--- src/rtl/eth_pkg.sv ---
// Shared types for the Ethernet receive frame reader: FSM states, EtherTypes,
// the skid-buffer word layout and the last-word byte-enable decode.
package eth_pkg;

   localparam logic [15:0] ETH_TYPE_IPV4 = 16'h0800;
   localparam logic [15:0] ETH_TYPE_ARP  = 16'h0806;

   typedef enum logic [1:0] {
      IDLE,
      READ,
      DRAIN,
      CLEAR
   } rx_state_t;

   // 37-bit skid entry: 32 data bits, last flag, 4 byte enables (bit 3 = byte 0)
   typedef struct packed {
      logic [31:0] data;
      logic        last;
      logic [3:0]  keep;
   } rx_word_t;

   function automatic logic [3:0] keep_decode(input logic [1:0] len_mod);
      case (len_mod)
         2'd1:    return 4'b1000;
         2'd2:    return 4'b1100;
         2'd3:    return 4'b1110;
         default: return 4'b1111;
      endcase
   endfunction

endpackage

--- src/rtl/eth_rx_skid.sv ---
// Two-entry output skid FIFO; decouples the one-clock FIFO read latency from
// downstream back-pressure.
module eth_rx_skid
   import eth_pkg::*;
(
   input  logic     clk,
   input  logic     rst,
   input  logic     push,
   input  rx_word_t din,
   input  logic     pop,
   output rx_word_t dout,
   output logic [1:0] count
);

   rx_word_t mem [2];
   logic     wr_ptr;
   logic     rd_ptr;
   logic     push_ok;
   logic     pop_ok;

   assign pop_ok  = pop && (count != 2'd0);
   assign push_ok = push && ((count != 2'd2) || pop_ok);
   assign dout    = mem[rd_ptr];

   always_ff @(posedge clk) begin
      if (rst) begin
         mem[0] <= '0;
         mem[1] <= '0;
         wr_ptr <= 1'b0;
         rd_ptr <= 1'b0;
         count  <= 2'd0;
      end else begin
         if (push_ok) begin
            mem[wr_ptr] <= din;
            wr_ptr      <= ~wr_ptr;
         end
         if (pop_ok)
            rd_ptr <= ~rd_ptr;
         count <= count + {1'b0, push_ok} - {1'b0, pop_ok};
      end
   end

endmodule

--- src/rtl/eth_rx_frame_reader.sv ---
// Pulls complete frames out of the MAC receive FIFO, filters on EtherType and
// streams accepted frames as 32-bit words with last/keep sideband.
module eth_rx_frame_reader
   import eth_pkg::*;
#(
   parameter logic [15:0] PROTO_ACCEPT = ETH_TYPE_IPV4,
   parameter bit          FILTER_EN    = 1'b1,
   parameter int          CLEAR_CYCLES = 4
) (
   input  logic        clk_100_mhz,
   input  logic        rst,
   input  logic        rx_ready,
   input  logic        rx_empty,
   input  logic [15:0] rx_data_count,
   input  logic [15:0] rx_protocol_type,
   input  logic [31:0] rx_data,
   output logic        rx_read_en,
   output logic        rx_clear,
   output logic [31:0] m_data,
   output logic        m_valid,
   input  logic        m_ready,
   output logic        m_last,
   output logic [3:0]  m_keep,
   output logic        frame_start,
   output logic [15:0] frame_len,
   output logic [15:0] frame_proto,
   output logic [15:0] drop_count
);

   localparam int            CW       = (CLEAR_CYCLES > 1) ? $clog2(CLEAR_CYCLES) : 1;
   localparam logic [CW-1:0] CLR_LAST = CW'(CLEAR_CYCLES - 1);

   rx_state_t     state, state_nxt;
   logic [16:0]   words_left;
   logic [16:0]   rx_words;
   logic [CW-1:0] clr_cnt;
   logic [1:0]    len_mod;
   logic          rd_vld;
   logic          rd_last;
   logic          rd_issue;
   logic          passes;
   logic          zero_len;
   logic          skid_pop;
   logic [1:0]    skid_cnt;
   logic [2:0]    occ_next;
   rx_word_t      skid_din;
   rx_word_t      skid_dout;

   always_comb begin
      rx_words = ({1'b0, rx_data_count} + 17'd3) >> 2;
      zero_len = (rx_data_count == 16'd0);
      passes   = !FILTER_EN || (rx_protocol_type == PROTO_ACCEPT);
   end

   assign m_valid  = (skid_cnt != 2'd0);
   assign skid_pop = m_valid && m_ready;
   assign m_data   = skid_dout.data;
   assign m_last   = m_valid && skid_dout.last;
   assign m_keep   = m_valid ? skid_dout.keep : 4'b0000;

   // Occupancy the skid will have once this clock's pop and returning read land;
   // counting the pop keeps reads flowing every clock under m_ready=1.
   assign occ_next = {1'b0, skid_cnt} + {2'b00, rd_vld} - {2'b00, skid_pop};

   always_comb begin
      skid_din.data = rx_data;
      skid_din.last = rd_last;
      skid_din.keep = rd_last ? keep_decode(len_mod) : 4'b1111;
   end

   eth_rx_skid u_skid (
      .clk   (clk_100_mhz),
      .rst   (rst),
      .push  (rd_vld),
      .din   (skid_din),
      .pop   (skid_pop),
      .dout  (skid_dout),
      .count (skid_cnt)
   );

   always_comb begin
      state_nxt   = state;
      rd_issue    = 1'b0;
      frame_start = 1'b0;
      rx_clear    = 1'b0;
      case (state)
         IDLE: begin
            if (rx_ready) begin
               if (zero_len) begin
                  state_nxt = CLEAR;
               end else if (passes) begin
                  state_nxt   = READ;
                  frame_start = 1'b1;
               end else begin
                  state_nxt = DRAIN;
               end
            end
         end
         READ: begin
            rd_issue = !rx_empty && (words_left != 17'd0) && (occ_next < 3'd2);
            if (skid_pop && skid_dout.last)
               state_nxt = CLEAR;
         end
         DRAIN: begin
            rd_issue = !rx_empty && (words_left != 17'd0);
            // once nothing is left to pop, the final read's data returns this clock
            if (words_left == 17'd0)
               state_nxt = CLEAR;
         end
         CLEAR: begin
            rx_clear = 1'b1;
            if (clr_cnt == CLR_LAST)
               state_nxt = IDLE;
         end
         default: state_nxt = IDLE;
      endcase
   end

   assign rx_read_en = rd_issue;

   always_ff @(posedge clk_100_mhz) begin
      if (rst) begin
         state       <= IDLE;
         words_left  <= 17'd0;
         rd_vld      <= 1'b0;
         rd_last     <= 1'b0;
         len_mod     <= 2'd0;
         clr_cnt     <= '0;
         frame_len   <= 16'd0;
         frame_proto <= 16'd0;
         drop_count  <= 16'd0;
      end else begin
         state   <= state_nxt;
         rd_vld  <= rd_issue && (state == READ);
         rd_last <= rd_issue && (words_left == 17'd1);
         if ((state == IDLE) && rx_ready) begin
            words_left <= rx_words;
            len_mod    <= rx_data_count[1:0];
            if (frame_start) begin
               frame_len   <= rx_data_count;
               frame_proto <= rx_protocol_type;
            end else if (drop_count != 16'hFFFF) begin
               drop_count <= drop_count + 16'd1;
            end
         end else if (rd_issue) begin
            words_left <= words_left - 17'd1;
         end
         clr_cnt <= ((state == CLEAR) && (state_nxt == CLEAR)) ? clr_cnt + CW'(1) : '0;
      end
   end

endmodule

--- config.mk ---
export PLATFORM = sky130hd
export DESIGN_NAME = eth_rx_frame_reader
export DESIGN_NICKNAME = d
export VERILOG_FILES = /design/src/rtl/eth_pkg.sv /design/src/rtl/eth_rx_skid.sv /design/src/rtl/eth_rx_frame_reader.sv
export SDC_FILE = /design/constraint.sdc
export NUM_CORES = 1
export LEC_CHECK = 0
export ABC_AREA = 1
export ABC_CLOCK_PERIOD_IN_PS = 2300
export BUFFER_PORTS_ARGS = -buffer_cell sky130_fd_sc_hd__clkbuf_2
export CAP_MARGIN = 0
export CORE_MARGIN = 3
export CORE_UTILIZATION = 35
export DETAILED_ROUTE_END_ITERATION = 7
export SLEW_MARGIN = 20
export SYNTH_ARGS = -nofsm -noshare
export SYNTH_HDL_FRONTEND = slang
export SYNTH_SLANG_ARGS = --single-unit
--- constraint.sdc ---
create_clock -name clk_100_mhz -period 2.3 [get_ports clk_100_mhz]
set_input_delay 0.115 -clock clk_100_mhz [delete_from_list [all_inputs] [get_ports clk_100_mhz]]
set_output_delay 0.115 -clock clk_100_mhz [all_outputs]
set_load 0.02 [all_outputs]
==> run_results.csv, run 1 <==
group,metric,value,unit
floorplan,die_x,153,um
cts,cts_tree,"done",
floorplan,initial_utilization,35.7,%
cts,cts_root_buffer,"clkbuf_16",
cells_and_area,drive_gt1_share,25.3,%
synth,seq_area_frac_synth,50.0,%
grt,use_met2,26.7,%
floorplan,die_h,153,um
placement,dpl.cell_count,1346,
sta,hold_viol_final,0,
floorplan,io_pins,158,
sta,finalWorstSetupSlack,-0.276,ns
cts,cts_buffers,17,
floorplan,rows,53,
sta,timing.fmax,388,MHz
sta,finalSetupTns,-1.48,ns
cts,cts_buffer_depth,2,
synth,netlist_top_cells_count,"220 x nand2_1, 149 x nor2_1, 103 x inv_1",
grt,grt_max_degree,38,
job,max_cap_violations,0,
floorplan,dieArea,23300,um2
placement,gp_congestion,0.876,
cells_and_area,final_net_count,1206,
setup_path,crit_path_start_kind,"register",
grt,grt_pass1_vias,6233,
setup_path,worstPathRequired,2.18,ns
cells_and_area,nFillCells,2070,
synth,synth_area_leaders,"edfxtp_1 29%, dfxtp_1 21%, nand2_1 11%, nor2_1 7.4%, inv_1 5.1%",
run_status,outcome,"complete, but fails checks",
setup_path,critPathMaxFanout,3,
sta,setup_viol,16,
sta,worst_slew_pin_slew,0.526,ns
drt,ant_nets,0,
drt,drtIter0Drc,250,
cells_and_area,area_growth,29.1,%
synth,synth_top_cell_by_area,"edfxtp_1",
pwr,power_frac_comb,21.2,%
setup_path,criticalPathCategory,"reg2out",
cells_and_area,n_antenna_cell,0,
sta,fin_crit,2.58,ns
setup_path,worstPathArrival,2.46,ns
synth,synth_top_area_share,28.7,%
grt,grt.met3_usage,4.77,%
grt,grt_usage,16.2,%
drt,route.vias.total,6553,
grt,antenna_found_initial,0,
grt,use_met1,20.8,%
grt,grt_pass1_wl,30800,um
min_path,hold_path_class,"in2reg",
synth,synth-seq-cells,152,
drt,drc_errors,0,
drt,wl,18900,um
synth,async_flop_share,0,%
synth,synth_fp_nets,1013,
sta,rsz0062_at_grt,"yes",
cells_and_area,fin_cells,1409,
pwr,power_per_cell_area,774,nW/um2
synth,synth_top_flop_cell,"dfxtp_1",
floorplan,core_area,21100,um2
drt,routedWlPerCell,13.4,um
grt,overflow,0,
synth,yosysUniqueCellTypes,41,
pwr,p_seq_share,40.3,%
setup_path,crit_path_end_kind,"primary output",
pwr,p_int,0.00519,W
drt,dr.pass1.iters,4,
synth,synth.most_common_cell,"nand2_1",
placement,portBuffers,157,
pwr,ir_worst_vdd,0.535,mV
cts,clock-sinks,152,
placement,hpwl,13000,um
synth,synthesis.area,7520,um2
cts,clk_pin_slew,0.07,ns
cts,clk-insertion-delay-late,0.42,ns
cts,htreeDepth,4,
sta,maxSlewViolCount,0,
synth,netlist_instances,928,
sta,finalClockSkew,0.00707,ns
sta,fin_crit_sh,112,%
pwr,sw_frac_of_total,31.0,%
drt,via_per_inst,4.65,
synth,avgSynthCellArea,8.11,um2
run_status,violations,"setup timing",
sta,slew_headroom,64.9,%
synth,synth_edf_count,72,
pwr,clkPwrFrac,38.5,%
pwr,leakage,4.51,nW
synth,yosysWarnings,0,
pwr,power.switching,0.00233,W
grt,grt-busiest-layer,"met2",
==> placed cells by master, fill, tap and decap left out, drive strengths merged, types with 2 or more instances in the layout <==
master	Yosys	final
buf	21	30
dfxtp	80	80
a21oi	55	55
o21ai	46	46
nor2	156	156
edfxtp	72	72
xor2	16	16
o211ai	2	2
nand4	9	9
dlygate4sd3	0	24
clkbuf	16	173
xnor2	6	6
clkinvlp	0	2
inv	109	119
nor3b	17	17
nor3	15	15
nand3	57	57
nor4	2	2
nand2	223	224
o21bai	2	2
ha	15	15
clkinv	2	3
bufinv	0	2
==> worst max-delay path, cell delays in order, from the launching register on <==
cell	delay [ns]
dfxtp_2	0.33
inv_2	0.05
nand2_4	0.06
inv_4	0.04
nor2_4	0.12
ha_4	0.20
inv_2	0.05
nand2_2	0.05
fa_2	0.56
nand4_1	0.07
a21oi_1	0.13
nand2_1	0.09
buf_6	0.13
inv_6	0.06
buf_8	0.10
==> path summary, 6_finish.rpt <==
check	startpoint	to	slack, ns	cells after the start
setup / recovery	u_skid.count[1]	rx_read_en	-0.28	14
hold / removal	rx_data[2]	u_skid.mem[0][7]	0.01	3
setup reg to reg	u_skid.count[1]	words_left[15]	-0.16	16
hold reg to reg	clr_cnt[0]	clr_cnt[0]	0.42	1
==> repair_timing <==
action / CTS / global route
setup buffers: 7 / 0
gates resized for setup: 7 / 14
gates cloned: 1 / 0
hold endpoints to repair: 34 / 0
hold buffers: 24 / 0
pin swaps: 4 / 5
setup endpoints to repair: 17 / 21
==> cell type report <==
type                    instances  area [um2]  area share [%]
inverters                     111         429            4.42
clock buffers                  17         425            4.38
flip-flops and latches        152        3770            38.8
multi-input cells             629        3250            33.5
clock inverters                15         181            1.87
repair buffers                210        1320            13.5
well taps                     275         344            3.54
==> power groups by stage <==
stage / logic (W) / registers, W / clock network, W
floorplan: 0.000989 / 0.00307 / 0
global placement: 0.00149 / 0.00309 / 0
detailed placement: 0.00149 / 0.00309 / 0
CTS: 0.00158 / 0.00303 / 0.00296
global route: 0.00179 / 0.00304 / 0.00310
finish: 0.00159 / 0.00303 / 0.00290
==> logic make-up (layout without fill, tap and decap cells) <==
family	Yosys count	after routing	synth area share (%)
AND/OR/NAND/NOR	481	482	28.3
flip-flops	152	152	50.0
buffers and inverters	148	353	8.08
AO/OA/AOI/OAI	109	109	8.27
XOR/XNOR	22	22	2.56
adder cells (fa/ha/maj)	16	16	2.76
==> metrics by stage <==
stage / utilization (%) / instance area, um2 / worst slack, ns / hold WS [ns] / power [W]
floorplan: - / 7570 / -0.0194 / 0.183 / 0.00406
global placement: 41.4 / 8730 / -0.0626 / 0.412 / 0.00457
detailed placement: 41.4 / 8730 / -0.0952 / 0.415 / 0.00458
CTS: 45.8 / 9660 / -0.307 / 0.00194 / 0.00757
global route: 46.1 / 9710 / -0.428 / 0.00167 / 0.00793
finish: 46.1 / 9710 / -0.276 / 0.0115 / 0.00752
==> state kept, by name, summed over array words and instances, names as in the netlist, named ones only <==
| signal | count |
|---|---|
| len_mod | 2 |
| rd_vld | 1 |
| rd_last | 1 |
| words_left | 17 |
| u_skid.rd_ptr | 1 |
| drop_count | 16 |
| u_skid.count | 2 |
| state | 2 |
| frame_len | 16 |
| frame_proto | 16 |
| u_skid.mem | 74 |
| u_skid.wr_ptr | 1 |
| clr_cnt | 2 |
==> routing by layer <==
layer  vias to the layer above  wire length (um)
li1                       3376                 -
met1                      2970              8380
met2                       191              8930
met3                        16              1360
met4                         0               212
met5                         -                 0
Power figures use the tool's default switching activity.
==> inputs of run 2 (changes only) <==
- TNS_END_PERCENT: not set -> 20
==> run_results.csv, run 2 (synthesis results as in run 1) <==
group,metric,value,unit
setup_path,cp_slowest_cell,"fa_1",
grt,grt_pass1_vias,6235,
sta,maxSlewViolCount,0,
floorplan,initial_utilization,35.7,%
grt,grt_usage,16.2,%
cells_and_area,final_net_count,1200,
setup_path,criticalPathCategory,"reg2out",
placement,hpwl,12900,um
drt,ant_nets,0,
sta,setup_viol,20,
sta,hold_slack,0.0151,ns
min_path,hold_path_class,"in2reg",
sta,slew_headroom,59.2,%
pwr,leakage,4.48,nW
floorplan,io_pins,158,
job,max_cap_violations,0,
pwr,power_per_cell_area,762,nW/um2
setup_path,worstPathArrival,2.45,ns
setup_path,critPathMaxFanout,3,
cts,cts_buffer_depth,2,
floorplan,die_x,153,um
cells_and_area,stdcell_area,9610,um2
min_path,whs_path_depth,3,
grt,grt_max_degree,41,
drt,route.vias.total,6533,
cells_and_area,top_register,"u_skid.mem",
cells_and_area,fin_util,45.6,%
drt,routedWlPerCell,13.6,um
placement,place_area,8700,um2
cells_and_area,nFillCells,2096,
setup_path,reg2reg_depth,17,
sta,timing.fmax,389,MHz
cts,cts_root_buffer,"clkbuf_16",
drt,drc_errors,0,
cts,clk_pin_slew,0.06,ns
cts,clk-insertion-delay-late,0.42,ns
cells_and_area,area_growth,27.7,%
setup_path,reg2reg_setup_slack,-0.21,ns
setup_path,crit_path_end_kind,"primary output",
cts,cts_tree,"done",
floorplan,die_h,153,um
cts,cts_buffers,17,
drt,via_per_inst,4.66,
drt,wl,19200,um
setup_path,worstPathRequired,2.18,ns
sta,worst_slew_pin_slew,0.612,ns
drt,dr.pass1.iters,5,
run_status,outcome,"complete, but fails checks",
cells_and_area,layout_common_cells,"216 x nand2_1, 156 x clkbuf_2, 145 x nor2_1, 100 x inv_1, 79 x dfxtp_1",
sta,finalWorstSetupSlack,-0.269,ns
cells_and_area,final_common_cell,"nand2_1",
cts,htreeDepth,4,
drt,drtIter0Drc,307,
placement,portBuffers,157,
setup_path,crit_path_start_kind,"register",
cells_and_area,reg_top3,"u_skid.mem: 74 flops, words_left: 17 flops",
placement,gp_congestion,0.847,
sta,hold_viol_final,0,
pwr,fin_total_pwr,0.00732,W
floorplan,dieArea,23300,um2
cts,clock-sinks,152,
sta,fin_crit,2.57,ns
cells_and_area,drive_gt1_share,25.8,%
grt,overflow,0,
pwr,ir_worst_vdd,0.496,mV
floorplan,rows,53,
grt,antenna_found_initial,0,
floorplan,core_area,21100,um2
run_status,violations,"setup timing",
cells_and_area,n_antenna_cell,0,
setup_path,max_stage_delay,0.55,ns
sta,finalClockSkew,0.0123,ns
sta,rsz0062_at_grt,"yes",
setup_path,crit_path_cell_trace,"inv_2 > nand2_4 > inv_4 > nor2_4 > ha_4 > inv_2 > nand2_2 > fa_1 > nand4_1 > a21oi_2 > nand2_2 > buf_6 > inv_6 > buf_8",
sta,fin_crit_sh,112,%
grt,grt_pass1_wl,30900,um
cells_and_area,largest_reg_flops,74,
sta,finalSetupTns,-3.08,ns
run 2: area by class of cell:
cell class	count	area (um2)	share of cell area, %
Sequential cell	152	3760	39.2
Multi-Input combinational cell	628	3270	34.0
Timing Repair Buffer	205	1240	12.9
Inverter	111	429	4.47
Clock buffer	17	425	4.43
Tap cell	275	344	3.58
Clock inverter	15	140	1.46
run 2: timing repair:
action,4_1_cts,5_1_grt
setup endpoints to repair,16,21
setup buffers,7,1
hold buffers,16,0
pin swaps,5,10
gates cloned,1,0
hold endpoints to repair,20,0
resized for setup,14,17
run 2: final timing paths:
check | from | to
worst min-delay path | rx_data[23] | u_skid.mem[0][28]
worst max-delay path | u_skid.count[1] | rx_read_en
worst max register to register | u_skid.count[1] | words_left[15]
worst min register to register | clr_cnt[0] | clr_cnt[0]
run 2: power by group:
group | leakage [nW] | switching, W | internal, W | total (W)
Combinational | 2.81 | 0.00102 | 0.000565 | 0.00159
Sequential | 1.39 | 0.0000908 | 0.00294 | 0.00303
Clock | 0.280 | 0.00119 | 0.00152 | 0.00270
Total | 4.48 | 0.00230 | 0.00502 | 0.00732
run 2: metrics by stage:
| step | worst slack [ns] | instances |
|---|---|---|
| after global routing | -0.444 | 1403 |
| final | -0.269 | 1403 |
| after floorplan | -0.0204 | 928 |
| after CTS | -0.327 | 1402 |
| after global placement | -0.0356 | 1347 |
| after detailed placement | -0.0554 | 1347 |
run 2: critical path, delay by kind of cell, from the launching register on:
family / cells / cell delay, ns
AO/OA/AOI/OAI: 1 / 0.15
AND/OR/NAND/NOR: 5 / 0.39
flip-flops: 1 / 0.33
adder cells (fa/ha/maj): 2 / 0.76
buffers and inverters: 6 / 0.42
run 2: metal layers:
| metal | global-route usage (%) | vias to the layer above | part of all wire [%] |
|---|---|---|---|
| met2 | 26.9 | 194 | 47 |
| met4 | 4.07 | 0 | 1.1 |
| met3 | 4.71 | 16 | 6.7 |
| met1 | 21.0 | 2960 | 46 |
| met5 | 0 | - | 0 |
| li1 | - | 3363 | - |
